### config.mk
export PLATFORM = sky130hd
export DESIGN_NAME = audio_tone_mix_pwm_flat
export DESIGN_NICKNAME = d
export VERILOG_FILES = /design/src/rtl/audio_pkg.sv /design/src/rtl/audio_tone_mix_pwm_if.sv /design/src/rtl/audio_square_osc.sv /design/src/rtl/audio_tone_mix_pwm.sv /design/src/flat_wrapper.sv
export SDC_FILE = /design/constraint.sdc
export NUM_CORES = 1
export LEC_CHECK = 0
export CAP_MARGIN = 20
export CELL_PAD_IN_SITES_DETAIL_PLACEMENT = 2
export CELL_PAD_IN_SITES_GLOBAL_PLACEMENT = 2
export CORE_MARGIN = 2
export CORE_UTILIZATION = 30
export DETAILED_ROUTE_END_ITERATION = 7
export GPL_ROUTABILITY_DRIVEN = 0
export PLACE_DENSITY = 0.7
export SYNTH_ARGS = -nofsm -noshare
export SYNTH_HDL_FRONTEND = slang
export SYNTH_SLANG_ARGS = --single-unit
### constraint.sdc
create_clock -name clk -period 6.8 [get_ports clk]
set_clock_uncertainty 0.15 [all_clocks]
set_input_delay 1.36 -clock clk [delete_from_list [all_inputs] [get_ports clk]]
set_output_delay 1.36 -clock clk [all_outputs]
set_load 0.005 [all_outputs]
### src/rtl/audio_pkg.sv
// Shared constants and types for the audio tone mixer / PWM output stage.
// Optional build macro used by the top level: AUDIO_SOFT_MUTE_EN.
package audio_pkg;

    localparam int PERWIDTH = 24;
    localparam int NCHAN    = 4;
    localparam int PWMBITS  = 5;
    localparam int CHAN_AMP = 3;
    localparam int PWM_MID  = 2 ** (PWMBITS - 1);

    // Extremes of the mixed level: every active channel pulling the same way.
    localparam int MIX_MIN  = PWM_MID - CHAN_AMP * NCHAN;
    localparam int MIX_MAX  = PWM_MID + CHAN_AMP * NCHAN;

    typedef logic [PERWIDTH-1:0] period_t;
    typedef logic [PWMBITS-1:0]  level_t;

endpackage

### src/rtl/audio_tone_mix_pwm_if.sv
// Tone-control inputs and PWM/amplifier outputs of the audio output stage.
interface audio_tone_mix_pwm_if;

    logic [audio_pkg::NCHAN-1:0]                    mute;
    logic [audio_pkg::NCHAN*audio_pkg::PERWIDTH-1:0] period;
    logic                                           audout;
    logic                                           aud_sd;
    audio_pkg::level_t                              level;

    modport master (output mute, period, input audout, aud_sd, level);
    modport slave  (input mute, period, output audout, aud_sd, level);

endinterface

### src/rtl/audio_square_osc.sv
// One square-wave tone channel: phase toggles every `period` cycles while active.
module audio_square_osc
    import audio_pkg::*;
(
    input  logic    clk,
    input  logic    reset,
    input  logic    active,
    input  period_t period,
    output logic    phase
);

    period_t cnt_q, cnt_d;
    period_t period_q, period_d;
    logic    phase_q, phase_d;

    always_comb begin
        // NOTE: every signal gets its default first, so no path through this block infers a latch.
        cnt_d    = cnt_q;
        phase_d  = phase_q;
        period_d = period;
        if (!active) begin
            cnt_d   = '0;
            phase_d = 1'b0;
        end else if (period != period_q) begin
            // Restart the count on a new period so a shrinking period never overruns.
            cnt_d = '0;
        end else if (cnt_q == period - period_t'(1)) begin
            cnt_d   = '0;
            phase_d = ~phase_q;
        end else begin
            cnt_d = cnt_q + period_t'(1);
        end
    end

    always_ff @(posedge clk) begin
        // NOTE: state registers use non-blocking assignments only, so every flop samples pre-edge values.
        if (reset) begin
            cnt_q    <= '0;
            period_q <= '0;
            phase_q  <= 1'b0;
        end else begin
            cnt_q    <= cnt_d;
            period_q <= period_d;
            phase_q  <= phase_d;
        end
    end

    assign phase = phase_q;

endmodule

### src/rtl/audio_tone_mix_pwm.sv
// Four-channel square-wave mixer driving a PWM DAC and the amplifier enable.
// Build macro AUDIO_SOFT_MUTE_EN: ramp the level one step per frame and hold the amp on until midscale.
module audio_tone_mix_pwm
    import audio_pkg::*;
(
    input  logic                 clk,
    input  logic                 reset,
    audio_tone_mix_pwm_if.slave  aud
);

    localparam level_t           PWM_MID_L = level_t'(PWM_MID);
    localparam level_t           PWM_LAST  = '1;
    localparam logic signed [7:0] MID_S    = 8'(PWM_MID);
    localparam logic signed [7:0] AMP_S    = 8'(CHAN_AMP);

    logic [NCHAN-1:0] chan_active;
    logic [NCHAN-1:0] phase;
    logic [NCHAN-1:0] act_q, act_d;

    for (genvar i = 0; i < NCHAN; i++) begin : g_chan
        period_t chan_period;
        assign chan_period    = aud.period[i*PERWIDTH +: PERWIDTH];
        assign chan_active[i] = ~aud.mute[i] && (chan_period != '0);

        audio_square_osc u_osc (
            .clk    (clk),
            .reset  (reset),
            .active (chan_active[i]),
            .period (chan_period),
            .phase  (phase[i])
        );
    end

    // Mixer: each active channel adds +/-1, scaled by CHAN_AMP around midscale.
    logic signed [7:0] mix_sum;
    logic signed [7:0] target_wide;
    level_t            target;

    always_comb begin
        mix_sum = '0;
        for (int i = 0; i < NCHAN; i++) begin
            if (act_q[i]) begin
                mix_sum = mix_sum + (phase[i] ? 8'sd1 : -8'sd1);
            end
        end
        target_wide = MID_S + AMP_S * mix_sum;
        target      = target_wide[PWMBITS-1:0];
    end

    level_t pwm_cnt_q, pwm_cnt_d;
    level_t level_q, level_d;
    logic   audout_q, audout_d;
    logic   aud_sd_q, aud_sd_d;

    always_comb begin
        act_d     = chan_active;
        pwm_cnt_d = pwm_cnt_q + level_t'(1);
        level_d   = level_q;
        // Level only moves on the last count of a frame, so a frame never sees two levels.
        if (pwm_cnt_q == PWM_LAST) begin
`ifdef AUDIO_SOFT_MUTE_EN
            if (target > level_q) begin
                level_d = level_q + level_t'(1);
            end else if (target < level_q) begin
                level_d = level_q - level_t'(1);
            end
`else
            level_d = target;
`endif
        end
        audout_d = (pwm_cnt_q < level_q);
`ifdef AUDIO_SOFT_MUTE_EN
        aud_sd_d = ~&aud.mute || (level_q != PWM_MID_L);
`else
        aud_sd_d = ~&aud.mute;
`endif
    end

    always_ff @(posedge clk) begin
        if (reset) begin
            act_q     <= '0;
            pwm_cnt_q <= '0;
            level_q   <= PWM_MID_L;
            audout_q  <= 1'b0;
            aud_sd_q  <= 1'b0;
        end else begin
            act_q     <= act_d;
            pwm_cnt_q <= pwm_cnt_d;
            level_q   <= level_d;
            audout_q  <= audout_d;
            aud_sd_q  <= aud_sd_d;
        end
    end

    assign aud.audout = audout_q;
    assign aud.aud_sd = aud_sd_q;
    assign aud.level  = level_q;

    // Four channels at +/-CHAN_AMP can never push the mix outside the PWM range.
    a_target_range : assert property (@(posedge clk) disable iff (reset)
        (target_wide >= MIX_MIN) && (target_wide <= MIX_MAX));

endmodule

### src/flat_wrapper.sv
// flat-port wrapper written by rule: the top's interface ports become plain ports
module audio_tone_mix_pwm_flat import audio_pkg::*;
  (clk, reset, aud_mute, aud_period, aud_audout, aud_aud_sd, aud_level);
  audio_tone_mix_pwm_if aud_i ();
  input  logic clk;
  input  logic reset;
  input wire logic [$bits(aud_i.mute)-1:0] aud_mute;
  input wire logic [$bits(aud_i.period)-1:0] aud_period;
  output wire logic [$bits(aud_i.audout)-1:0] aud_audout;
  output wire logic [$bits(aud_i.aud_sd)-1:0] aud_aud_sd;
  output wire logic [$bits(aud_i.level)-1:0] aud_level;
  assign aud_i.mute = aud_mute;
  assign aud_i.period = aud_period;
  assign aud_audout = aud_i.audout;
  assign aud_aud_sd = aud_i.aud_sd;
  assign aud_level = aud_i.level;
  audio_tone_mix_pwm u_core (.clk(clk), .reset(reset), .aud(aud_i));
endmodule
==> results of run 1 <==
-- cell families (layout without fill, tap and decap cells) --
kind of cell / after synthesis / after routing / share of synthesized area, %
flip-flops: 212 / 212 / 33.0
AND/OR/NAND/NOR: 663 / 663 / 29.0
buffers and inverters: 140 / 211 / 4.70
AO/OA/AOI/OAI: 116 / 116 / 6.67
multiplexers: 20 / 20 / 1.62
XOR/XNOR: 314 / 314 / 21.4
adder cells (fa/ha/maj): 34 / 34 / 3.60
-- power by group through the flow --
stage / clock network [uW] / registers, uW / logic [uW]
after floorplan: 0 / 1320 / 250
after global placement: 0 / 1320 / 397
after detailed placement: 0 / 1320 / 409
after CTS: 1670 / 1290 / 416
after global routing: 1720 / 1300 / 451
final: 1610 / 1290 / 407
-- layout make-up --
cell class,instances,area (sq um),area share (%)
Sequential cell,212,4240,27.9
Clock inverter,13,228,1.50
Tap cell,539,674,4.43
Timing Repair Buffer,113,1120,7.33
Multi-Input combinational cell,1147,8010,52.6
Clock buffer,37,773,5.08
Inverter,48,180,1.18
-- cells in the final DEF, fill, tap and decap left out, types with 27 or more instances in the layout --
cell | synthesis | layout
dfxtp_1 | 212 | 212
xnor2_1 | 175 | 175
xor2_1 | 139 | 139
nor2_1 | 135 | 135
clkdlybuf4s50_1 | 0 | 107
nor2b_1 | 103 | 103
nand3_1 | 67 | 67
nor4_1 | 63 | 63
nand2_1 | 61 | 61
inv_1 | 48 | 48
nand4_1 | 48 | 48
nor3_1 | 47 | 47
ha_1 | 29 | 29
clkbuf_16 | 0 | 27
-- stage by stage --
stage	instance area [sq um]	hold WS, ns
floorplan	12900	0.275
global placement	14200	0.296
detailed placement	14200	0.304
CTS	15200	0.326
global route	15200	0.376
finish	15200	0.321
-- synthesized netlist by cell type (all sizes together), types with 14 or more instances --
cell type / n / area (sq um)
nand3: 67 / 335
and3: 25 / 156
xor2: 139 / 1220
mux2i: 14 / 140
nand4: 48 / 300
or4: 16 / 131
nor4: 65 / 437
clkbuf: 66 / 249
nor3: 60 / 372
or3: 17 / 106
nor2: 136 / 513
ha: 29 / 363
buf: 26 / 175
o21ai: 21 / 109
xnor2: 175 / 1530
nand2: 62 / 235
inv: 48 / 180
a21oi: 15 / 75.1
nor2b: 103 / 644
dfxtp: 212 / 4240
-- state kept, by name, summed over array words and instances (netlist names) --
signal / flops
u_core.aud.aud_sd: 1
u_core.g_chan.u_osc.cnt_q: 96
u_core.pwm_cnt_q: 5
u_core.g_chan.u_osc.phase: 4
u_core.act_q: 4
u_core.aud.audout: 1
u_core.g_chan.u_osc.period_q: 96
u_core.aud.level: 5
-- worst paths after layout --
kind	start	to	slack (ns)	cells after the start
hold / removal	u_core.pwm_cnt_q[0]$_SDFF_PP0_	u_core.pwm_cnt_q[0]$_SDFF_PP0_	0.32	1
hold reg to reg	u_core.pwm_cnt_q[0]$_SDFF_PP0_	u_core.pwm_cnt_q[0]$_SDFF_PP0_	0.32	1
setup / recovery	u_core.g_chan[1].u_osc.phase$_SDFFE_PP0P_	u_core.aud.level[4]$_SDFFE_PP1N_	1.50	22
setup reg to reg	u_core.g_chan[1].u_osc.phase$_SDFFE_PP0P_	u_core.aud.level[4]$_SDFFE_PP1N_	1.50	22
-- worst max-delay path, delay by kind of cell, from the launching register on --
family	cells	cell delay, ns
AND/OR/NAND/NOR	1	0.27
flip-flops	1	0.37
adder cells (fa/ha/maj)	7	2.58
buffers and inverters	4	0.29
multiplexers	1	0.26
AO/OA/AOI/OAI	4	0.57
XOR/XNOR	5	0.68
-- metal layers --
metal | global-route usage, % | routed length (um) | share of wire, %
met1 | 23.1 | 18500 | 47
met2 | 31.5 | 19300 | 49
met3 | 2.22 | 1060 | 2.7
met4 | 4.49 | 897 | 2.3
met5 | 0 | 0 | 0
==> summary.md, run 1 <==
| Metric | Value |
|---|---|
| Post-Route WL | between 30000 and 40000 um |
| Worst VDD drop | 0.000161 V |
| Syn_nets | between 1500 and 2000 |
| #FFs+latches synth | around 210 |
| Initial Utilization | 30.5% |
| Largest net degree at the start of global routing | roughly 70 |
| Post-DP HPWL | roughly 30000 um |
| Worst skew pair latency | between 0.5 and 0.6 ns |
| Die ar. | 44500 sq um |
| Drt via density | between 5 and 6 |
| Die height | approximately 210 um |
| Worst slew pin tran | between 0.9 and 1 ns |
| Hold-fix buffers at CTS | 0 |
| Critical Path Max Stage Delay | 0.55 ns |
| Layout Nets | ~1700 |
| Number of fill cells | around 4700 |
| Max Freq | around 190 MHz |
| Top_reg_cell synth | dfxtp_1 |
| Reg power frac | between 30% and 40% |
| Synthesized area | approximately 13000 sq um |
| Status | complete, no violations |
| CP max FO | 3 |
| H-tree depth | 1 |
| Leakage | a little over 0.005 uW |
| Layout cells sized above 1 | 6.05% |
| CTS resizes | 0 |
| Ys async rst share | 0% |
| Rows | 75 |
| Tot GR Track Use | between 10% and 20% |
| Root Buffer | clkbuf_16 |
| Setup crit end kind | register |
| CTS tree | built |
| Synth Warn # | 0 |
| Core box area | 42100 sq um |
| Final cell count without fillers | 2109 |
| Seq/Total Area, Yosys | roughly 33% |
| Pre-antenna DRT Iters | 4 |
| Switch Pwr | roughly 830 uW |
| Postcts setup bufs | 0 |
| Initial antenna violation count | 0 |
| Crit share post-route | between 70% and 80% |
| Chip Width | around 210 um |
| Hold Violations, Final | 0 |
| Slew HR | roughly 37% |
| DRT iter0 DRCs | ~360 |
| CP required | around 7.1 ns |
| Crit path DAT | between 5 and 6 ns |
| Total power | 3310 uW |
| Clk sinks | 212 |
| Worst-case clock buffer depth | 3 |
| # diodes | 0 |
| DRC violations left | 0 |
| Min Tclk post-route | 5.30 ns |
| Yosys cell types | 80 |
| Vias in the first global route | approximately 12000 |
| TritonCTS buffer count | 27 |
| First-pass GRT wire length | roughly 64000 um |
| Clk slew on worst S/H paths | about 0.060 ns |
| TNS Setup | 0 ns |
| Post-Syn Area per Cell | 8.58 sq um |
| Final setup viols | 0 |
| CP Launch Type | register |
| Post-Syn Instances | 1499 |
| RSZ-0062 raised after global routing | no |
| Hold crit path type | register to register |
| Internal power | 2480 uW |
| Placement Setup Slack | about 1.0 ns |
| Worst-path cell chain | inv_1 -> fa_1 -> a21o_1 -> inv_1 -> fa_1 -> fa_1 -> a21o_1 -> inv_1 -> ha_1 -> a21oi_1 -> xnor2_1 -> mux2_2 -> ha_1 -> inv_1 -> ha_1 -> ha_1 -> xor2_1 -> xnor2_1 -> xnor2_1 -> xnor2_1 -> a21oi_1 -> or2_2 |
| Clock power share | 48.7% |
| PD cells | roughly 220 nW/um^2 |
| Placed Instances | 2059 |
| Crit path kind | register to register |
| Final ANT Viol Nets | 0 |
| Max Cap Viol | 0 |
| Final Util | 36.1% |
| Max-slew violations | 0 |
| Logic pwr share | 12.3% |
| Setup ws final | approximately 1.5 ns |
| IO Pins | roughly 110 |
| Sw Share | 25.0% |
| Port Buf Inserts | 108 |
| Drt wl/cell | about 19 um |
| Via Count | 10800 |
| Area Overhead vs Synth | 18.4% |
| Post-synth EDFFs | 0 |
| Slowest CP cell | fa_1 |
| GRT overflow | 0 |
Note: power is estimated with default switching activity, not from simulation.
==> run 2: changes to the inputs <==
Settings changed: PLACE_DENSITY 0.7 to 0.73.
Clock period 6.8 ns to 4.4 ns, I/O delays scaled along.
==> run 2 against run 1 <==
- the flow now finishes with violations (negative setup slack)
- die area is the same
- largest cell class unchanged
- largest power group unchanged
- sequential power rose by 55%
- first-iteration DRC count fell by 3.9%
- wire length increased by 7.9%
- core utilization increased by 2.1 points
- highest routed layer unchanged
- clock-buffer cell count rose by 5
==> summary.md, run 2 (synthesis results as in run 1) <==
| Metric | Value |
|---|---|
| Drt via density | 5.12 |
| Setup crit end kind | register |
| PD cells | between 300 and 400 nW/um^2 |
| Number of fill cells | 4701 |
| Clk sinks | around 210 |
| Setup ws final | -0.562 ns |
| H-tree depth | 1 |
| Crit path kind | register to register |
| Crit share post-route | 113% |
| Most frequent cells in the layout | dfxtp_1, xnor2_1, xor2_1, nor2_1, buf_4 |
| Worst skew pair latency | 0.56 ns |
| Register-to-Register Path Depth | 22 |
| Rows | 75 |
| Hold Violations, Final | 0 |
| Max Freq | 202 MHz |
| DRT iter0 DRCs | ~340 |
| Initial antenna violation count | 0 |
| CP Launch Point | u_core.act_q[0]$_SDFF_PP0_ |
| Initial Utilization | 30.5% |
| Slew HR | 45.7% |
| Chip Width | ~210 um |
| Hold_ws | 0.312 ns |
| Layout Nets | 1793 |
| Slowest CP cell | fa_1 |
| DRC violations left | 0 |
| Clk slew on worst S/H paths | ~0.060 ns |
| First-pass GRT wire length | 69500 um |
| Core box area | around 42000 sq um |
| Hold-fix buffers at CTS | 0 |
| Final Util | 38.3% |
| WP buf/inv | 3 |
| Violated checks | negative setup slack |
| Drt wl/cell | 19.3 um |
| Hold path depth | 1 |
| Worst slew pin tran | approximately 0.8 ns |
| Die height | approximately 210 um |
| Hold crit path type | register to register |
| Vias in the first global route | roughly 13000 |
| Top cell family by delay on the critical path | adder cells |
| Final setup viols | 1 |
| TritonCTS buffer count | 28 |
| CP max FO | 3 |
| Post-DP HPWL | 32700 um |
| TNS Setup | -0.562 ns |
| WHS Endpoint | u_core.pwm_cnt_q[0]$_SDFF_PP0_ |
| Pre-antenna DRT Iters | 4 |
| Critical Path Max Stage Delay | between 0.5 and 0.6 ns |
| Worst VDD drop | about 0.00027 V |
| Largest net degree at the start of global routing | 74 |
| CP Launch Type | register |
| # diodes | 0 |
| Crit path DAT | around 5.3 ns |
| Biggest regs | u_core.g_chan.u_osc.cnt_q x96, u_core.g_chan.u_osc.period_q x96 |
| Total power | 5050 uW |
| Worst-case clock buffer depth | 3 |
| CP required | around 4.7 ns |
| Hold path startpoint | u_core.pwm_cnt_q[0]$_SDFF_PP0_ |
| IO Pins | ~110 |
| RSZ-0062 raised after global routing | yes |
| Post-Route WL | ~43000 um |
| Port Buf Inserts | 108 |
| Worst R2R Setup Slack | -0.56 ns |
| Worst-path cell chain | nor2b_4 -> fa_2 -> fa_1 -> a21o_1 -> inv_2 -> fa_1 -> a21o_1 -> inv_2 -> ha_4 -> a21oi_4 -> xnor2_2 -> mux2_4 -> ha_4 -> inv_2 -> ha_4 -> ha_4 -> xor2_2 -> xnor2_1 -> xnor2_1 -> xnor2_1 -> a21oi_1 -> or2_4 |
| Min Tclk post-route | roughly 5.0 ns |
| Multi-input gate area | 8140 sq um |
| CP dominant cell by count | ha_4 |
| GRT overflow | 0 |
| CTS tree | built |
| Leakage | 0.00562 uW |
| Max Cap Viol | 0 |
| Final ANT Viol Nets | 0 |
| Layout cells sized above 1 | between 10% and 20% |
| Tot GR Track Use | between 10% and 20% |
| RR Endpoint | u_core.aud.level[4]$_SDFFE_PP1N_ |
| Commonest non-fill, non-tap cell in the layout | dfxtp_1 |
| Reg2reg start | u_core.act_q[0]$_SDFF_PP0_ |
| Die ar. | 44500 sq um |
| Sequential Area | around 4200 sq um |
| Via Count | ~11000 |
| Root Buffer | clkbuf_16 |
| Max-slew violations | 0 |
| Status | finished with violations |
| Area Overhead vs Synth | 25.4% |
run 2: cell types whose count changed in the layout (fill, tap and decap cells not counted), sizes merged:
cell    delta
inv        -1
clkinv     +1
clkbuf     +5
buf      +107
bufinv     -4
run 2: worst max-delay path by stage:
stage / to / depth (start not counted)
2_1_floorplan: u_core.aud.level[4]$_SDFFE_PP1N_ / 24
3_3_place_gp: u_core.aud.level[4]$_SDFFE_PP1N_ / 22
3_5_place_dp: u_core.aud.level[4]$_SDFFE_PP1N_ / 23
4_1_cts: u_core.aud.level[4]$_SDFFE_PP1N_ / 22
5_1_grt: u_core.aud.level[4]$_SDFFE_PP1N_ / 22
6_report: u_core.aud.level[4]$_SDFFE_PP1N_ / 22
run 2: timing repair:
action / CTS / global route
resized for setup: 11 / 6
setup endpoints to repair: 1 / 2
buffers inserted: 3 / 1
pin swaps: 15 / 10
run 2: power by group:
group	switching, uW	total, uW	internal, uW
registers	27.8	2000	1970
clock network	906	2290	1390
logic	386	761	374
total	1320	5050	3730
run 2: area by class of cell:
class / instances / share of cell area (%)
Sequential cell: 212 / 26.3
Clock inverter: 9 / 0.621
Tap cell: 539 / 4.18
Clock buffer: 42 / 5.05
Inverter: 48 / 1.12
Multi-Input combinational cell: 1147 / 50.5
Timing Repair Buffer: 220 / 12.2
run 2: per-stage QoR:
step	cell area, sq um	cells	setup slack, ns
2_1_floorplan	12900	1499	-0.333
3_3_place_gp	15100	2162	-0.455
3_5_place_dp	15100	2162	-0.630
4_1_cts	16100	2216	-0.488
5_1_grt	16100	2217	-0.776
6_report	16100	2217	-0.562
run 2: layer usage:
metal	vias up	routed length, um	global-route usage, %
met1	5633	19300	24.2
met5	-	0	0
li1	5499	-	-
met3	69	1070	2.45
met2	144	21200	34.6
met4	0	1320	6.02
